`src/rtl/outport_uart_tx_pkg.sv`:
```
// Shared constants and FSM encoding for the out-port UART transmitter.
// Latency: n/a (package only).
// Backpressure: n/a (package only).
package outport_uart_tx_pkg;

    // Default serial bit period in core clock cycles.
    localparam int CLKS_PER_BIT_DEFAULT = 16;

    // 8N1 frame: start + 8 data + stop.
    localparam int FRAME_BITS = 10;

    // A 32-bit out-port word is sent as four bytes.
    localparam int WORD_BYTES = 4;

    // Serializer states.
    typedef enum logic [1:0] {
        IDLE  = 2'd0,
        START = 2'd1,
        DATA  = 2'd2,
        STOP  = 2'd3
    } tx_state_t;

endpackage

```
`src/rtl/outport_fifo.sv`:
```
// Word FIFO between the datapath out-port and the UART serializer.
// Latency: a pushed word is visible on rd_data / empty=0 the cycle after the push.
// Backpressure: push while full is ignored unless a pop happens in the same cycle.
module outport_fifo #(
    parameter int DEPTH = 4,
    parameter int WIDTH = 32
) (
    input  logic             clock,
    input  logic             clear,
    input  logic             push,
    input  logic [WIDTH-1:0] wr_data,
    input  logic             pop,
    output logic [WIDTH-1:0] rd_data,
    output logic             full,
    output logic             empty
);

    localparam int AW = $clog2(DEPTH);
    localparam int CW = AW + 1;

    logic [WIDTH-1:0] r_mem [DEPTH];
    logic [AW-1:0]    r_wr_ptr;
    logic [AW-1:0]    r_rd_ptr;
    logic [CW-1:0]    r_count;
    logic             w_pop_ok;
    logic             w_push_ok;

    // A pop frees a slot in the same cycle, so a full FIFO can still accept.
    assign w_pop_ok  = pop & ~empty;
    assign w_push_ok = push & (~full | w_pop_ok);

    assign full    = (r_count == CW'(DEPTH));
    assign empty   = (r_count == '0);
    assign rd_data = r_mem[r_rd_ptr];

    // Storage is deliberately not reset; stale words are never read before rewrite.
    always_ff @(posedge clock) begin
        if (w_push_ok) begin
            r_mem[r_wr_ptr] <= wr_data;
        end
    end

    // Pointers wrap naturally since DEPTH is a power of two; count tracks occupancy.
    always_ff @(posedge clock or negedge clear) begin
        if (!clear) begin
            r_wr_ptr <= '0;
            r_rd_ptr <= '0;
            r_count  <= '0;
        end else begin
            if (w_push_ok) begin
                r_wr_ptr <= r_wr_ptr + AW'(1);
            end
            if (w_pop_ok) begin
                r_rd_ptr <= r_rd_ptr + AW'(1);
            end
            case ({w_push_ok, w_pop_ok})
                2'b10:   r_count <= r_count + CW'(1);
                2'b01:   r_count <= r_count - CW'(1);
                default: r_count <= r_count;
            endcase
        end
    end

endmodule

```
`src/rtl/outport_uart_tx.sv`:
```
// Out-port UART: buffers 32-bit words and sends each as four 8N1 bytes, LSB byte first.
// Latency: first START bit on tx two cycles after a write into an empty idle block.
// Backpressure: none upstream; writes to a full FIFO are dropped and flagged in overflow.
module outport_uart_tx
    import outport_uart_tx_pkg::*;
#(
    parameter int CLKS_PER_BIT = CLKS_PER_BIT_DEFAULT,
    parameter int DEPTH        = 4
) (
    input  logic        clock,
    input  logic        clear,
    input  logic        wr_en,
    input  logic [31:0] wr_data,
    output logic        tx,
    output logic        busy,
    output logic        full,
    output logic        empty,
    output logic        overflow
);

    localparam logic [15:0] BAUD_LAST = 16'(CLKS_PER_BIT - 1);
    localparam logic [1:0]  LAST_BYTE = 2'(WORD_BYTES - 1);

    tx_state_t   r_state;
    tx_state_t   w_state_nxt;
    logic [15:0] r_baud;
    logic [2:0]  r_bit_idx;
    logic [1:0]  r_byte_idx;
    logic [31:0] r_shift;
    logic        r_overflow;
    logic        w_pop;
    logic        w_bit_end;
    logic        w_full;
    logic        w_empty;
    logic [31:0] w_fifo_dat;

    outport_fifo #(
        .DEPTH (DEPTH),
        .WIDTH (32)
    ) u_fifo (
        .clock   (clock),
        .clear   (clear),
        .push    (wr_en),
        .wr_data (wr_data),
        .pop     (w_pop),
        .rd_data (w_fifo_dat),
        .full    (w_full),
        .empty   (w_empty)
    );

    assign w_bit_end = (r_baud == BAUD_LAST);
    assign full      = w_full;
    assign empty     = w_empty;
    assign busy      = (r_state != IDLE);
    assign overflow  = r_overflow;

    // Serializer state register.
    always_ff @(posedge clock or negedge clear) begin
        if (!clear) begin
            r_state <= IDLE;
        end else begin
            r_state <= w_state_nxt;
        end
    end

    // Next state, pop request and line level.
    always_comb begin
        w_state_nxt = r_state;
        w_pop       = 1'b0;
        tx          = 1'b1;
        case (r_state)
            IDLE: begin
                if (!w_empty) begin
                    w_pop       = 1'b1;
                    w_state_nxt = START;
                end
            end
            START: begin
                tx = 1'b0;
                if (w_bit_end) begin
                    w_state_nxt = DATA;
                end
            end
            DATA: begin
                tx = r_shift[0];
                if (w_bit_end && (r_bit_idx == 3'd7)) begin
                    w_state_nxt = STOP;
                end
            end
            STOP: begin
                if (w_bit_end) begin
                    w_state_nxt = (r_byte_idx == LAST_BYTE) ? IDLE : START;
                end
            end
            default: w_state_nxt = IDLE;
        endcase
    end

    // Baud counter, bit/byte indices and shift register; shifting right walks bytes LSB-first.
    always_ff @(posedge clock or negedge clear) begin
        if (!clear) begin
            r_baud     <= '0;
            r_bit_idx  <= '0;
            r_byte_idx <= '0;
            r_shift    <= '0;
        end else begin
            if ((r_state == IDLE) || w_bit_end) begin
                r_baud <= '0;
            end else begin
                r_baud <= r_baud + 16'd1;
            end
            if ((r_state == DATA) && w_bit_end) begin
                r_bit_idx <= r_bit_idx + 3'd1;
                r_shift   <= {1'b0, r_shift[31:1]};
            end
            if ((r_state == STOP) && w_bit_end) begin
                r_byte_idx <= r_byte_idx + 2'd1;
            end
            if (w_pop) begin
                r_shift    <= w_fifo_dat;
                r_bit_idx  <= '0;
                r_byte_idx <= '0;
            end
        end
    end

    // Sticky drop flag: a write hit a full FIFO with no pop to make room.
    always_ff @(posedge clock or negedge clear) begin
        if (!clear) begin
            r_overflow <= 1'b0;
        end else if (wr_en && w_full && !w_pop) begin
            r_overflow <= 1'b1;
        end
    end

endmodule

```
`config.mk`:
```
export PLATFORM = sky130hd
export DESIGN_NAME = outport_uart_tx
export DESIGN_NICKNAME = d
export VERILOG_FILES = /design/src/rtl/outport_uart_tx_pkg.sv /design/src/rtl/outport_fifo.sv /design/src/rtl/outport_uart_tx.sv
export SDC_FILE = /design/constraint.sdc
export NUM_CORES = 1
export LEC_CHECK = 0
export ABC_AREA = 1
export CAP_MARGIN = 20
export CELL_PAD_IN_SITES_DETAIL_PLACEMENT = 1
export CELL_PAD_IN_SITES_GLOBAL_PLACEMENT = 2
export CORE_MARGIN = 10
export CORE_UTILIZATION = 35
export DETAILED_ROUTE_END_ITERATION = 8
export GPL_TIMING_DRIVEN = 0
export PLACE_DENSITY = 0.81
export SYNTH_ARGS = -nofsm -noshare
export SYNTH_HDL_FRONTEND = slang
export SYNTH_SLANG_ARGS = --single-unit
```
`constraint.sdc`:
```
create_clock -name clock -period 3.8 [get_ports clock]
set_input_delay 0.76 -clock clock [delete_from_list [all_inputs] [get_ports clock]]
set_output_delay 0.76 -clock clock [all_outputs]
set_load 0.03 [all_outputs]
```
==> results of run 1 <==
-- logic make-up (layout without fill, tap and decap cells) --
logic type	after synthesis	after routing
buffers and inverters	71	145
adders and majority gates	15	15
and+or+nand+nor	514	514
AOI/OAI and AO/OA	13	13
xor gates and xnor gates	11	11
DFF	191	191
-- synthesized netlist by cell type (3+ instances only) --
cell type,number
nand2_1,301
nand3_1,146
edfxtp_1,128
dfrtp_1,63
nor2_1,50
inv_1,31
buf_2,25
ha_1,14
xor2_1,10
o21ai_0,7
buf_4,6
clkbuf_1,5
nand4_1,5
a21oi_1,4
buf_6,3
-- state kept, by name (all words and copies together), names as in the netlist --
name	flops
r_shift	32
u_fifo.r_mem	128
r_byte_idx	2
r_baud	16
r_state	2
r_bit_idx	3
u_fifo.r_count	3
u_fifo.r_rd_ptr	2
overflow	1
u_fifo.r_wr_ptr	2
-- cell usage in the layout, fill, tap and decap left out, drive strengths merged, types with 2 or more instances in the layout --
cell type and count:
nand4 5, ha 14, o21ai 7, clkinv 6, nand2 304, a21oi 4
dfrtp 63, nor3 2, nand3b 2, edfxtp 128, clkdlybuf4s50 38, xor2 10
clkbuf 22, inv 40, buf 39, nand3 148, nor2 52
-- worst max-delay path: cells and delay by family (launching register included) --
kind / cells / cell delay [ns]
AO/OA/AOI/OAI: 1 / 0.32
flip-flops: 1 / 0.43
buffers and inverters: 2 / 0.86
adder cells (fa/ha/maj): 1 / 0.29
-- power by group through the flow --
stage               Clock (mW)  Sequential, mW  Combinational [mW]
finish                    1.78            2.62               0.584
floorplan                    0            2.66               0.288
detailed placement           0            2.67               0.597
global placement             0            2.68               0.481
global route              1.91            2.65               0.660
CTS                       1.82            2.63               0.601
-- stage by stage --
stage	cells	util, %	cell area [um^2]	hold WS [ns]	TNS, ns
finish	1208	41.9	9810	0.429	0
floorplan	815	-	8300	0.451	0
global route	1208	41.9	9810	0.477	0
global placement	1173	38.8	9090	0.448	-96.55
detailed placement	1177	39.4	9230	0.454	0
CTS	1208	41.9	9810	0.450	0
-- area by class of cell --
class / count / area, um^2
well taps: 319 / 399
inverters: 32 / 120
clock buffers: 17 / 425
clock inverters: 14 / 158
fillers: 2651 / 13600
multi-input cells: 553 / 2570
flip-flops and latches: 191 / 5420
repair buffers: 43 / 498
plain buffers: 39 / 223
-- final timing paths --
check / startpoint / end / slack, ns / depth (start not counted)
setup / recovery: r_state[0] / tx / 0.70 / 4
hold / removal: clear / u_fifo.r_count[0] / 0.43 / 1
setup reg to reg: r_state[0] / u_fifo.r_count[2] / 1.19 / 11
hold reg to reg: overflow / overflow / 0.48 / 1
max in group asynchronous: clear / r_shift[14] / 2.79 / 1
min in group clock: overflow / overflow / 0.48 / 1
-- routing by layer --
layer	global-route usage, %	vias up	part of all wire [%]
li1	-	2848	-
met1	17.8	2835	48
met2	23.2	70	49
met3	2.58	17	2.5
met4	4.17	0	1.2
met5	0	-	0
==> summary.md, run 1 <==
| Metric | Value |
|---|---|
| Rows | 56 |
| Distinct cell type count after synthesis | 28 |
| Total track usage | approximately 14% |
| Core Box Area | 23400 um^2 |
| Final Hold Viols | 0 |
| Maximum VDD drop | ~0.00025 V |
| First-pass GRT wire length | about 33000 um |
| Status | finished clean |
| Post-CTS Setup Repair Bufs | 0 |
| Number of port buffers | 39 |
| Sequential power share | 52.6% |
| Mapped Cells | between 800 and 900 |
| Adder-Cell Fraction of Synth Area | between 2 and 2.5% |
| Global route overflow | 0 |
| # hold bufs at CTS | 0 |
| CTS max path bufs | 2 |
| CP peak stage delay | roughly 0.74 ns |
| Antenna violations before repair | 0 |
| Ys async rst share | about 33% |
| YS warnings | 0 |
| Final Wtd Congestion | 0.772 |
| DR vias | between 5000 and 6000 |
| RSZ-0062 raised after global routing | false |
| Setup violation total in the final timing report | 0 |
| Post-Syn Area per Cell | between 10 and 15 um^2 |
| 1st-iter DRT viols | between 400 and 500 |
| Worst path required time | 3.04 ns |
| H-tree depth | 4 |
| N_diodes | 0 |
| I/O pins | 40 |
| Synth Area in Simple Gates | 26.2% |
| Vias per cell | roughly 4.8 |
| Critical Path, Cell by Cell | inv_1 > ha_1 > o21ai_0 > clkdlybuf4s50_1 |
| Top FF cell, synth | edfxtp_1 |
| Mapped Area | just over 8000 um^2 |
| 1st-pass router iterations | 5 |
| Type of the tightest min-delay check | in2async |
| Net Switching | about 1.3 mW |
| Dpl hpwl | about 14000 um |
| Post-synthesis mux area share | 0% |
| Final worst setup slack | between 0.7 and 0.8 ns |
| Area growth syn-to-layout | 18.2% |
| XOR/XNOR Fraction of Synth Area | between 1 and 1.5% |
| Die H | between 150 and 200 um |
| Worst slack at placement | approximately 1.1 ns |
| Num CTS Buffers | 17 |
| Post-layout net count | between 900 and 1000 |
| Largest net degree at the start of global routing | 64 |
| Slew margin rel. | 41.9% |
| Power Total | approximately 5.0 mW |
| Slew Limit Fails | 0 |
| Seq/Total Area, Yosys | 65.3% |
| Int Pwr | about 3.6 mW |
| Layout Skew | between 0.01 and 0.015 ns |
| Number of synthesized flops with an enable pin | ~130 |
| Clk pwr share | a little over a third |
| Syn_nets | about 870 |
| TritonCTS clock tree | built |
| Synth Area in Compound Gates | 0.859% |
| Detail Route Antenna Nets | 0 |
| Fin crit period | a little over 3 ns |
| Clock Sinks | 191 |
| Pleak | about 4 nW |
| WS Path Type | reg2out |
| Starting Density | approximately 35% |
| Comb pwr share | between 10% and 20% |
| Max_cap viols | 0 |
| Yosys top cell area share | 46.3% |
| Startpoint types | flip-flop |
| Area contributors post-synth | edfxtp_1, dfrtp_1, nand2_1 |
| Largest area contributor in the netlist | edfxtp_1 |
| F_max | approximately 320 MHz |
| Worst-Skew Late Latency | around 0.44 ns |
| DRC violations left | 0 |
| Crit path DAT | ~2.3 ns |
| Wire per inst | 16.9 um |
| Post-Route WL | 20400 um |
| Worst-Margin Slew | just under 0.9 ns |
| Pwr per Cell Area | between 500 and 600 nW/um^2 |
| Crit share post-route | around four fifths |
| Worst-path maximum fanout | 5 |
| Share of post-route cells with drive strength above 1 | a little under a tenth |
| Vias in the first global route | 6126 |
| Dominant combinational cell family by area after synthesis | simple AND/OR/NAND/NOR gates |
| CTS resizes | 0 |
| Root Buffer | clkbuf_16 |
| Switch share | 27.1% |
| Type of element capturing the critical path | output port |
| Die Wd | between 150 and 200 um |
| Crit-path slowest cell | clkdlybuf4s50_1 |
| Yosys reg bits | roughly 190 |
| Reg clk slew, reported paths | 0.08 ns |
| Die ar. | just over 30000 um^2 |
No activity file was read; power rests on OpenSTA's default activity.
==> run 2, diff against run 1 <==
--- a/config.mk
+++ b/config.mk
@@ -13,7 +13,7 @@
 export CORE_UTILIZATION = 35
 export DETAILED_ROUTE_END_ITERATION = 8
 export GPL_TIMING_DRIVEN = 0
-export PLACE_DENSITY = 0.81
+export PLACE_DENSITY = 0.83
 export SYNTH_ARGS = -nofsm -noshare
 export SYNTH_HDL_FRONTEND = slang
 export SYNTH_SLANG_ARGS = --single-unit
==> constraint.sdc (replaced) <==
create_clock -name clock -period 2.8 [get_ports clock]
set_input_delay 0.56 -clock clock [delete_from_list [all_inputs] [get_ports clock]]
set_output_delay 0.56 -clock clock [all_outputs]
set_load 0.03 [all_outputs]
==> run 2 against run 1 <==
Net effect: wire length increased by 1.6%; clock power grew 35%; clock-buffer cell count unchanged; power grew 36%; cell count is the same; utilization barely moved; combinational power increased by 36%; critical endpoint unchanged.
==> summary.md, run 2 (synthesis gave the netlist of run 1 again) <==
| Metric | Value |
|---|---|
| Post-CTS Setup Repair Bufs | 0 |
| TritonCTS clock tree | built |
| Pwr per Cell Area | around 690 nW/um^2 |
| Reg clk slew, reported paths | 0.07 ns |
| Reg2Reg Setup Slack | 0.31 ns |
| Most frequent cells in the layout | nand2_1, nand3_1, edfxtp_1 |
| DR vias | 5822 |
| Largest Register | u_fifo.r_mem |
| Crit path DAT | ~2 ns |
| RSZ-0062 raised after global routing | false |
| Global route overflow | 0 |
| Total track usage | approximately 14% |
| Worst-path maximum fanout | 5 |
| N_diodes | 0 |
| H-tree depth | 4 |
| Final Wtd Congestion | roughly 0.75 |
| Area growth syn-to-layout | 18.1% |
| Worst path required time | roughly 2.2 ns |
| Slew Limit Fails | 0 |
| Fin crit period | 2.52 ns |
| Post-Route WL | a little over 20000 um |
| Die Wd | ~170 um |
| Post-layout net count | just over 900 |
| Rows | 56 |
| Vias per cell | a little under 5 |
| First-pass GRT wire length | between 30000 and 40000 um |
| Type of element capturing the critical path | output port |
| Vias in the first global route | between 6000 and 7000 |
| Clock Sinks | about 190 |
| Worst slack at placement | 0.226 ns |
| Pleak | just over 4 nW |
| Hold_ws | roughly 0.25 ns |
| Core Box Area | about 23000 um^2 |
| Final Hold Viols | 0 |
| 1st-pass router iterations | 5 |
| Launching point of the worst reg2reg path | r_state[0] |
| F_max | ~400 MHz |
| I/O pins | 40 |
| Setup violation total in the final timing report | 0 |
| Worst-Skew Late Latency | around 0.44 ns |
| Slew margin rel. | 42.1% |
| CTS max path bufs | 2 |
| Worst-Margin Slew | between 0.8 and 0.9 ns |
| Startpoint types | flip-flop |
| Detail Route Antenna Nets | 0 |
| Crit-path slowest cell | dlygate4sd2_1 |
| Type of the tightest min-delay check | in2async |
| Dpl hpwl | roughly 14000 um |
| Final worst setup slack | 0.278 ns |
| Antenna violations before repair | 0 |
| Wire per inst | around 17 um |
| Critical Path, Cell by Cell | inv_1 > ha_1 > o21ai_0 > dlygate4sd2_1 |
| 1st-iter DRT viols | between 300 and 400 |
| Status | finished clean |
| Die H | approximately 170 um |
| WS Path Type | reg2out |
| Root Buffer | clkbuf_16 |
| Number of port buffers | 39 |
| Die ar. | a little over 30000 um^2 |
| Maximum VDD drop | around 0.0004 V |
| Largest register FFs | 128 |
| DRC violations left | 0 |
| Largest net degree at the start of global routing | 64 |
| Num CTS Buffers | 17 |
| Worst r2r path cells | 11 |
| Max_cap viols | 0 |
| Share of post-route cells with drive strength above 1 | a little under a tenth |
| Reg-to-Reg End | u_fifo.r_count[2] |
| CP peak stage delay | roughly 0.44 ns |
| Largest regs | u_fifo.r_mem (128), r_shift (32), r_baud (16) |
| Critical path depth in cells | 4 |
| Family with the most delay on the worst path | buffers and inverters |
| Starting Density | between 30 and 40% |
| Layout Skew | 0.0167 ns |
| Most common cell after layout, fill and taps aside | nand2_1 |
| Crit share post-route | between 90% and 100% |
| Buf/Inv on CP | 2 |
run 2: routing by layer:
layer	up-vias	GRT usage [%]	routed length, um
li1	2847	-	-
met1	2880	17.9	9780
met2	77	23.8	10200
met3	18	2.45	539
met4	0	3.88	256
met5	-	0	0
run 2: metrics by stage:
| step | TNS, ns | power, mW | util, % | instances | instance area, um^2 |
|---|---|---|---|---|---|
| 6_report | 0 | 6.77 | 41.9 | 1208 | 9810 |
| 3_3_place_gp | -250.81 | 4.30 | 38.8 | 1173 | 9090 |
| 3_5_place_dp | 0 | 4.44 | 39.4 | 1177 | 9210 |
| 4_1_cts | 0 | 6.86 | 41.9 | 1208 | 9800 |
| 2_1_floorplan | -16.81 | 4.00 | - | 815 | 8300 |
| 5_1_grt | 0 | 7.08 | 41.9 | 1208 | 9810 |
run 2: how the worst max path moves through the flow:
stage	from	endpoint	slack, ns
after floorplan	r_state[0]	u_fifo.r_mem[0][0]	-0.13
after global placement	wr_en	u_fifo.r_mem[0][13]	-1.41
after detailed placement	r_state[0]	u_fifo.r_count[2]	0.23
after CTS	r_state[0]	busy	0.05
after global routing	r_state[0]	u_fifo.r_count[2]	0.03
final	r_state[0]	tx	0.28
run 2: report_power, final:
| part | switching, mW | internal, mW | total, mW |
|---|---|---|---|
| clock network | 1.21 | 1.20 | 2.41 |
| logic | 0.524 | 0.270 | 0.795 |
| registers | 0.109 | 3.45 | 3.56 |
run 2: final cells by class:
type                            instances  area [um^2]
Fill cell                            2662        13600
Sequential cell                       191         5420
Multi-Input combinational cell        553         2570
Timing Repair Buffer                   43          484
Clock buffer                           17          425
Tap cell                              319          399
Buffer                                 39          225
Clock inverter                         14          160
Inverter                               32          120
run 2: timing repair:
item	in CTS	in global routing
hold buffers	0	0
resized for setup	1	3
setup endpoints to repair	1	2
run 2: worst register-to-register path, stage by stage (launching register included):
cell and delay (ns):
dfrtp_1 0.44, inv_1 0.14, ha_1 0.20, nand2_1 0.12
inv_2 0.19, clkbuf_4 0.28, ha_1 0.17, inv_1 0.06
fa_1 0.37, a21oi_1 0.14, o21ai_0 0.10, xor2_1 0.15
